File: config.mk
export PLATFORM = sky130hd
export DESIGN_NAME = regfile_scoreboard
export DESIGN_NICKNAME = d
export VERILOG_FILES = /design/src/rtl/regfile_scoreboard.sv
export SDC_FILE = /design/constraint.sdc
export NUM_CORES = 1
export LEC_CHECK = 0
export ABC_AREA = 0
export ABC_CLOCK_PERIOD_IN_PS = 3750
export BUFFER_PORTS_ARGS = -buffer_cell sky130_fd_sc_hd__buf_2
export CORE_MARGIN = 4
export CORE_UTILIZATION = 40
export CTS_CLUSTER_SIZE = 8
export DETAILED_ROUTE_END_ITERATION = 6
export GPL_ROUTABILITY_DRIVEN = 0
export SKIP_LAST_GASP = 1
export SLEW_MARGIN = 0
export SYNTH_ARGS = -nofsm -noshare
export SYNTH_HDL_FRONTEND = slang
export SYNTH_SLANG_ARGS = --single-unit
File: constraint.sdc
create_clock -name clock -period 3.75 [get_ports clock]
set_input_delay 0.375 -clock clock [delete_from_list [all_inputs] [get_ports clock]]
set_output_delay 0.375 -clock clock [all_outputs]
set_load 0.1 [all_outputs]
File: src/rtl/regfile_scoreboard.sv
// regfile_scoreboard
// Issue-side scoreboard for a 32x32 register file with a 1-cycle synchronous
// read and a synchronous write that ignores x0. It tracks which destination
// registers still have a write in flight and holds issue until all sources
// and the destination are safe. No bypass is performed.
//
// Ports:
//   clock, reset_n        - rising-edge clock, asynchronous active-low reset
//   issue_*               - decode-side handshake and register operands
//   issue_ready           - combinational accept indication (ignores issue_valid)
//   wb_valid, wb_rd       - writeback commit (clears a busy bit)
//   flush                 - discard all pending writes
//   busy_mask             - registered busy bit per register (bit 0 always 0)
//   inflight_count        - registered popcount of busy_mask
//   hazard_raw/hazard_waw - combinational hazard flags for the presented instruction
//   err_spurious_wb       - 1-cycle pulse for a writeback to a non-busy register or x0
module regfile_scoreboard #(
  parameter int NUM_REGS     = 32,
  parameter int ADDR_W       = 5,
  parameter int MAX_INFLIGHT = 4,
  parameter int CNT_W        = 3
) (
  input  logic                clock,
  input  logic                reset_n,
  input  logic                issue_valid,
  output logic                issue_ready,
  input  logic [ADDR_W-1:0]   issue_rs1,
  input  logic                issue_uses_rs1,
  input  logic [ADDR_W-1:0]   issue_rs2,
  input  logic                issue_uses_rs2,
  input  logic [ADDR_W-1:0]   issue_rd,
  input  logic                issue_writes_rd,
  input  logic                wb_valid,
  input  logic [ADDR_W-1:0]   wb_rd,
  input  logic                flush,
  output logic [NUM_REGS-1:0] busy_mask,
  output logic [CNT_W-1:0]    inflight_count,
  output logic                hazard_raw,
  output logic                hazard_waw,
  output logic                err_spurious_wb
);

  logic [NUM_REGS-1:0] busy_q, busy_d;
  logic [CNT_W-1:0]    cnt_q, cnt_d;
  logic                err_q, err_d;

  logic rd_nonzero;
  logic accept;
  logic set_en;
  logic clr_en;

  // Busy bit 0 is never set, so reads of x0 naturally return 0.
  assign rd_nonzero = (issue_rd != '0);

  assign hazard_raw = (issue_uses_rs1 & busy_q[issue_rs1]) |
                      (issue_uses_rs2 & busy_q[issue_rs2]);

  assign hazard_waw = issue_writes_rd & rd_nonzero &
                      (busy_q[issue_rd] | (cnt_q == CNT_W'(MAX_INFLIGHT)));

  assign issue_ready = reset_n & ~flush & ~hazard_raw & ~hazard_waw;

  assign accept = issue_valid & issue_ready;
  assign set_en = accept & issue_writes_rd & rd_nonzero;
  // A clear only counts when the target is genuinely in flight; anything else
  // is reported as spurious and leaves state untouched.
  assign clr_en = wb_valid & (wb_rd != '0) & busy_q[wb_rd];

  // Per-register next state. set and clr can never hit the same register in
  // one cycle because WAW blocks the accept, so their order does not matter.
  assign busy_d[0] = 1'b0;
  for (genvar gi = 1; gi < NUM_REGS; gi++) begin : g_busy
    logic set_hit;
    logic clr_hit;
    assign set_hit    = set_en && (issue_rd == ADDR_W'(gi));
    assign clr_hit    = clr_en && (wb_rd == ADDR_W'(gi));
    assign busy_d[gi] = ~flush & ((busy_q[gi] | set_hit) & ~clr_hit);
  end

  always_comb begin
    cnt_d = cnt_q;
    err_d = 1'b0;
    if (flush) begin
      // Flush wins: a same-cycle writeback is dropped silently.
      cnt_d = '0;
    end else begin
      cnt_d = cnt_q + CNT_W'(set_en) - CNT_W'(clr_en);
      err_d = wb_valid & ~clr_en;
    end
  end

  always_ff @(posedge clock or negedge reset_n) begin
    if (!reset_n) begin
      busy_q <= '0;
      cnt_q  <= '0;
      err_q  <= 1'b0;
    end else begin
      busy_q <= busy_d;
      cnt_q  <= cnt_d;
      err_q  <= err_d;
    end
  end

  assign busy_mask       = busy_q;
  assign inflight_count  = cnt_q;
  assign err_spurious_wb = err_q;

endmodule

## Yosys cells after proc, flatten, opt, wreduce, memory -nomap -nowiden

Cells that the tools add are included.

- $add $sub $neg: 2
- $lt $le $gt $ge: 4
- Equality and inequality tests: 63
- Multiplexer cells: 10
- Bitwise operators: 143
- Reduce and logical (&&, ||, !) cells: 64

Operators by type and width:

| kind | number |
|---|---|
| == test 5 bit (second input constant) | 32 |
| == test 5 x 4 -> 1 bit (second input constant) | 16 |
| AND 1 bit | 75 |
| logical AND 1 bit | 62 |
| == test 5 x 3 -> 1 bit (second input constant) | 8 |
| inverter 1 bit | 35 |
| OR 1 bit | 33 |
| less-than comparator 5 x 6 -> 1 bit (second input constant) | 4 |
| binary-select mux 1 bit (select 5 bit) | 4 |
| == test 5 x 2 -> 1 bit (second input constant) | 4 |
| == test 5 x 1 -> 1 bit (second input constant) | 2 |
| nonzero test 5 bit | 2 |
| 2-to-1 mux 1 bit | 5 |
| adder 3 x 1 -> 3 bit | 1 |
| == test 3 bit (second input constant) | 1 |
| 2-to-1 mux 3 bit | 1 |
| subtractor 3 x 1 -> 3 bit | 1 |

- Register bits after elaboration: 35
- Input port bits: 28
- Output and inout port bits: 39

## Logic depth before layout (Yosys ltp)

Gate-level depths: netlist (run 1).

- Depth after elaboration: 14
- Depth in mapped cells: 16
- Gate-level depth less buffers: 15

## Worst setup path after synthesis (run 1)

No wires, ideal clock.

- Path kind: reg2out
- Start point: reg busy_q[23], in the netlist busy_mask[23]
- End point: out issue_ready
- Data arrival time: 4.657 ns
- Required time: 3.375 ns
- Slack: -1.282 ns
- Stages on the path, launching flop included: 9
- Buffers on the path: 1
- Path through: dfrtp_1 mux4_2 mux2_2 a21oi_1 o31ai_1 a31oi_2 inv_2 buf_2 nor3_1

- Cells in the longest elaborated chain, start to end: 7
- Elaborated cells between the ends (all ways): 15
- Those cells by class: 6 x mux; 9 x bitwise

RTL lines:

| item | RTL line | source |
|---|---|---|
| start, declared | 43 | `logic [NUM_REGS-1:0] busy_q, busy_d;` |
| start signal, assigned | 98 | `busy_q <= busy_d;` |
| binary-select mux 1 bit (select 5 bit) (on tied branches) | 55, 56 |  |
| 2-to-1 mux 1 bit (on tied branches) | 55, 56 |  |
| AND 1 bit (on tied branches) | 55, 56 |  |
| OR 1 bit (*) | 55 | `assign hazard_raw = (issue_uses_rs1 & busy_q[issue_rs1]) \|` |
| net hazard_raw | 38 | `output logic hazard_raw,` |
| inverter 1 bit (*) | 61 | `assign issue_ready = reset_n & ~flush & ~hazard_raw & ~hazard_waw;` |
| AND 1 bit (*) (2 in series) | 61 |  |
| end, declared | 26 | `output logic issue_ready,` |

The timed path passes the listed nets; every way through them passes the cells marked *. The select of a mux whose other input is x is not followed.

## Final worst setup path (run 1)

- Start point: reg busy_q[21], in the netlist busy_mask[21]
- End point: reg cnt_q[2], in the netlist inflight_count[2]

- Cells in the longest elaborated chain, start to end: 13
- Elaborated cells between the ends (all ways): 24
- Those cells by class: 2 x add/sub; 9 x mux; 13 x bitwise

RTL lines:

| item | RTL line | source |
|---|---|---|
| binary-select mux 1 bit (select 5 bit) (on tied branches) | 55, 56 |  |
| 2-to-1 mux 1 bit (on tied branches) | 55, 56 |  |
| AND 1 bit (on tied branches) | 55, 56 |  |
| OR 1 bit | 55 |  |
| inverter 1 bit | 61 |  |
| AND 1 bit (2 in series) | 61 |  |
| AND 1 bit | 63 | `assign accept = issue_valid & issue_ready;` |
| AND 1 bit (2 in series) | 64 | `assign set_en = accept & issue_writes_rd & rd_nonzero;` |
| adder 3 x 1 -> 3 bit | 87 | `cnt_d = cnt_q + CNT_W'(set_en) - CNT_W'(clr_en);` |
| subtractor 3 x 1 -> 3 bit (*) | 87 |  |
| 2-to-1 mux 3 bit (*) | 83 | `if (flush) begin` |
| net cnt_d[2] | 44 | `logic [CNT_W-1:0] cnt_q, cnt_d;` |
| end signal, assigned | 99 | `cnt_q <= cnt_d;` |
| end, declared | 44 |  |

Marks and branches as above.

==> impl_metrics.tcl, run 1 <==
set metrics [dict create \
    syn-num-nets 344 \
    cp_slowest_stage_delay_ns 0.47 \
    yosysUniqueCellTypes 61 \
    reg2reg_slack_ns 0.39 \
    hpwl_mm 8.118 \
    power_density_mw_per_mm2 244.5 \
    cpMaxStageDelayCell "mux4_2" \
    ir_drop_mv 0.1320 \
    drive_above_1_share_pct 41.02 \
    grt_pass1_wl_mm 16.63 \
    avgViaCountPerCell 6.326 \
    critPathCaptureType "register" \
    num_rows 32 \
    drt-pass1-iter-count 5 \
    synth_top_cells_by_area "dfrtp_1 (28%), mux4_2 (14%), a21oi_1 (4.5%)" \
    die_x_um 96.52 \
    timing.rr.start "busy_mask[21]$_DFF_PN0_" \
    grt_pass1_vias 2851 \
    period_needed_ns 3.356 \
    ys_warn_count 0 \
    arrival_ns 3.52 \
    maxSlewViolCount 0 \
    dieArea_mm2 0.009316 \
    hp-class "primary input to asynchronous set/reset pin" \
    max-clock-path-buffers 2 \
    antenna_cells 0 \
    syn_area_per_cell_um2 10.01 \
    post_cts_buffers 0 \
    leakagePower_nw 1.650 \
    yosysSeqAreaShare_pct 27.94 \
    crit_buf_inv 4 \
    crit_start "busy_mask[21]$_DFF_PN0_" \
    routed.top_layer "met4" \
    root_buffer "clkbuf_8" \
    netlist_area_mm2 0.003134 \
    tightest_slew_ns 0.7903 \
    start_util_pct 40.77 \
    ff2ff_path_depth 15 \
    met1Wirelength_mm 4.570 \
    synthCells 313 \
    rsz0062_at_grt "no" \
    overflow 0 \
    routedWlPerCell_um 23.04 \
    cts-htree-levels 2 \
    maxCapViolCount 0 \
    start_kind "register" \
    yosysTopAreaCell "dfrtp_1" \
    max_freq_mhz 298.0 \
    wl_mm 10.94 \
    grt_max_degree 38 \
    io_pins 67 \
    clock_latency_ns 0.29 \
    drc_errors 0 \
    crit_path_cell_trace "mux4_2 > mux2_2 > a21oi_1 > o31ai_1 > a31oi_2 > inv_2 > nor4_4 > inv_1 > ha_1 > inv_1 > ha_1 > inv_1 > fa_1 > xnor2_1 > nor2_1" \
    fin_skew_ns 0.004371 \
    route.met2.wl_mm 5.077 \
    synthArstFlopShare_pct 100.0 \
    core_mm2 0.007687 \
    finalSetupViolations 0 \
    vias 3005 \
    path_clk_slew_ns 0.08 \
    synth_most_common_cell "dfrtp_1" \
    cts_resized 0 \
    status "completed" \
    crit_required_ns 3.92 \
    layout.nets 403 \
    fin_util_pct 48.01 \
    path_class "register to register" \
    antenna_found_initial 0 \
    grt_use_total_pct 24.30 \
    numPortBuffers 65 \
    timing.slew.headroom_pct 46.91 \
    wl_met3_um 904 \
    cts_inserted_buffers 5 \
    cp_top_family "adder cells" \
    yosysTopAreaCellShare_pct 27.94 \
    fin_setup_tns_ns 0 \
    final_antenna_net_count 0 \
    cp_max_fo 6 \
    ys_ff_latch 35 \
    synth-main-ff-cell "dfrtp_1" \
    drt_iter0_drc 396 \
    tritoncts "yes" \
    die_h_um 96.52 \
    synth-edff-count 0 \
    hold_viol 0 \
    cts_hold_buf 0 \
    syn_to_final_growth_pct 17.76 \
    period_share_pct 89.50 \
    yosys-top-cells-count "dfrtp_1 (35), a21oi_1 (28), mux4_2 (20), nand2_1 (18), clkbuf_1 (15)" \
    path_common_cell "inv_1" \
    r2r-end "inflight_count[2]$_DFF_PN0_" \
    clock-sinks 35 \
]
cell usage in the layout (no fill, tap or decap), drive strengths merged, types with 2 or more instances in the layout:
master   instances
and2             3
nand3b           6
nor2            13
nand3            9
and3             7
a211oi           2
a31oi            8
o21a            13
nand2b           6
mux4            25
buf             76
o31ai            2
or4              2
dfrtp           35
a2111oi          2
nor4             2
or2              2
a22o            10
a21oi           28
nand2           18
mux2             6
nor3b            5
nor3            13
a221oi           3
inv             11
nor2b           13
o21ai            6
and4b            2
and3b            4
clkbuf           7
mux2i           14
ha               2
sequential cells by signal (all words and copies together) (netlist names):
register,flops
busy_mask,31
err_spurious_wb,1
inflight_count,3
area by class of cell:
| type | instances | area (um^2) |
|---|---|---|
| tap | 102 | 127.6 |
| clock buffer | 7 | 86.33 |
| multi-input combinational | 243 | 2115 |
| fill | 764 | 3996 |
| timing repair buffer | 76 | 407.9 |
| sequential | 35 | 908.4 |
| clock inverter | 1 | 5.005 |
| inverter | 11 | 41.29 |
worst max path at each step:
stage / slack, ns / cells past startpoint / end
floorplan: 0.002 / 14 / inflight_count[2]$_DFF_PN0_
global placement: 0.21 / 16 / inflight_count[2]$_DFF_PN0_
detailed placement: 0.18 / 16 / inflight_count[2]$_DFF_PN0_
CTS: 0.38 / 15 / inflight_count[2]$_DFF_PN0_
global route: 0.14 / 15 / inflight_count[2]$_DFF_PN0_
finish: 0.39 / 15 / inflight_count[2]$_DFF_PN0_
where the power goes:
group	total (mW)	switching [mW]	internal (mW)	leakage, nW
registers	0.384	0.00354	0.380	0.444
clock network	0.295	0.147	0.148	0.0482
logic	0.223	0.157	0.0660	1.16
total	0.902	0.308	0.595	1.65
stage by stage:
stage	cell area, um^2	hold slack (ns)	instances	power [mW]	setup slack, ns
floorplan	3178	0.07941	313	0.5471	0.001963
global placement	3600	0.5253	467	0.6106	0.2108
detailed placement	3600	0.5304	467	0.6121	0.1806
CTS	3691	0.2162	475	0.9046	0.3765
global route	3691	0.2289	475	0.9414	0.1447
finish	3691	0.2104	475	0.9023	0.3938
per-layer routing:
layer / global-route usage [%] / up-vias
met5: 0 / -
met4: 9.229 / 0
met3: 3.098 / 29
met2: 37.47 / 162
met1: 34.84 / 1488
li1: - / 1326
cells by family after synthesis:
kind of cell / synth area share (%)
AND/OR/NAND/NOR: 21.04
AO/OA/AOI/OAI: 18.52
multiplexers: 25.43
flip-flops: 27.94
buffers and inverters: 4.950
adder cells (fa/ha/maj): 1.437
XOR/XNOR: 0.5590
other: 0.1196
Power figures use the tool's default switching activity.
==> inputs of run 2 (changes only) <==
--- a/config.mk
+++ b/config.mk
@@ -8,6 +8,7 @@
 export ABC_AREA = 0
 export ABC_CLOCK_PERIOD_IN_PS = 3750
 export BUFFER_PORTS_ARGS = -buffer_cell sky130_fd_sc_hd__buf_2
+export CORE_ASPECT_RATIO = 0.9
 export CORE_MARGIN = 4
 export CORE_UTILIZATION = 40
 export CTS_CLUSTER_SIZE = 8
==> run 2 against run 1 <==
Net effect: register-to-register slack got worse by 0.05 ns; combinational power about the same; wire length is 1.5% lower; via count up 0.13%; design area shrank 0.20%; total power down 0.19%; die area hardly changed; sequential power about the same.
==> impl_metrics.tcl, run 2 (same netlist as run 1, synthesis figures left out) <==
set metrics [dict create \
    status "completed" \
    cts-htree-levels 2 \
    overflow 0 \
    fin_area_mm2 0.003684 \
    path_clk_slew_ns 0.07 \
    arrival_ns 3.58 \
    tritoncts "yes" \
    seqPwrFrac_pct 42.6 \
    cts_resized 0 \
    period_share_pct 90.76 \
    clock_latency_ns 0.30 \
    power_density_mw_per_mm2 244.5 \
    critPathCaptureType "register" \
    timing.slew.headroom_pct 44.76 \
    finalSetupViolations 0 \
    antenna_found_initial 0 \
    mostFrequentLayoutCells "buf_2 (65), a21oi_1 (28), dfrtp_2 (26), mux4_2 (20), nand2_1 (18)" \
    root_buffer "clkbuf_8" \
    avgViaCountPerCell 6.416 \
    rsz0062_at_grt "no" \
    hpwl_mm 8.038 \
    start_util_pct 41.34 \
    drc_errors 0 \
    numPortBuffers 65 \
    fin_setup_tns_ns 0 \
    cp_slowest_stage_delay_ns 0.48 \
    intPower_uw 594.5 \
    maxSlewViolCount 0 \
    layout.nets 403 \
    p_clk_share_pct 32.8 \
    drt-pass1-iter-count 5 \
    clock-sinks 35 \
    hold_viol 0 \
    grt_pass1_wl_mm 16.67 \
    final_common_cell "buf_2" \
    tightest_slew_ns 0.8223 \
    io_pins 67 \
    routedWlPerCell_um 22.98 \
    cpMaxStageDelayCell "mux4_2" \
    antenna_cells 0 \
    p_sw_uw 306.1 \
    grt_pass1_vias 2901 \
    drive_above_1_share_pct 41.02 \
    dpl_cell_area_mm2 0.003592 \
    start_kind "register" \
    comb_power_share_pct 24.6 \
    hp-class "primary input to asynchronous set/reset pin" \
    maxCapViolCount 0 \
    num_rows 30 \
    core_mm2 0.007582 \
    die_x_um 101.3 \
    path_common_cell "inv_1" \
    largest_reg_flops 31 \
    crit_required_ns 3.92 \
    syn_to_final_growth_pct 17.52 \
    cts_hold_buf 0 \
    crit_buf_inv 4 \
    fin_skew_ns 0.009517 \
    path_class "register to register" \
    die_h_um 91.98 \
    period_needed_ns 3.404 \
    max_freq_mhz 293.8 \
    grt_max_degree 38 \
    ir_drop_mv 0.1456 \
    wl_mm 10.78 \
    dieArea_mm2 0.009318 \
    final_antenna_net_count 0 \
    cp_top_family "adder cells" \
    dp_cells 461 \
    fin_cells 469 \
    leakagePower_nw 1.650 \
    vias 3009 \
    drt_iter0_drc 286 \
    post_cts_buffers 0 \
    cp_max_fo 6 \
    grt_use_total_pct 23.56 \
    swShare_pct 33.99 \
    crit_path_cell_trace "mux4_2 > mux2_2 > a21oi_1 > o31ai_1 > a31oi_2 > inv_2 > nor4_4 > inv_1 > ha_1 > inv_1 > ha_1 > inv_1 > fa_1 > xnor2_1 > nor2_1" \
    max-clock-path-buffers 2 \
    cts_inserted_buffers 5 \
]
[run 2: cell counts in the layout (fill, tap and decap cells not counted)]
No cell type changed its count.
[run 2: path summary, 6_finish.rpt]
path	end	startpoint	slack [ns]	cells past startpoint
max reg2reg	inflight_count[2]$_DFF_PN0_	busy_mask[23]$_DFF_PN0_	0.35	15
max in group asynchronous	busy_mask[23]$_DFF_PN0_	reset_n	3.20	2
min reg2reg	busy_mask[17]$_DFF_PN0_	busy_mask[17]$_DFF_PN0_	0.59	2
min in group clock	err_spurious_wb$_DFF_PN0_	wb_valid	0.39	2
max	inflight_count[2]$_DFF_PN0_	busy_mask[23]$_DFF_PN0_	0.35	15
min	busy_mask[14]$_DFF_PN0_	reset_n	0.19	2
[run 2: through the flow]
stage	setup WS (ns)	hold slack (ns)	total power, mW	utilization [%]
after floorplan	0.001963	0.07941	0.5471	-
after global placement	0.2225	0.5384	0.6093	47.38
after detailed placement	0.1251	0.5381	0.6100	47.38
after CTS	0.3457	0.2169	0.9060	48.58
after global routing	0.1032	0.2362	0.9395	48.58
final	0.3463	0.1915	0.9006	48.58
[run 2: final cells by class]
class,count,area (um^2)
repair buffers,76,407.9
fillers,755,3899
flip-flops and latches,35,908.4
well taps,96,120.1
multi-input cells,243,2115
inverters,11,41.29
clock buffers,7,86.33
clock inverters,1,5.005
[run 2: power by group through the flow]
stage,registers [mW],logic [mW],clock network [mW]
after floorplan,0.412,0.135,0
after global placement,0.391,0.218,0
after detailed placement,0.391,0.219,0
after CTS,0.384,0.220,0.303
after global routing,0.384,0.237,0.319
final,0.384,0.221,0.296
[run 2: metal layers]
metal,GRT usage (%),part of all wire (%),up-vias
met4,6.423,1.7,0
met5,0,0,-
met2,35.40,46,196
met3,4.183,11,22
li1,-,-,1328
met1,34.75,42,1463
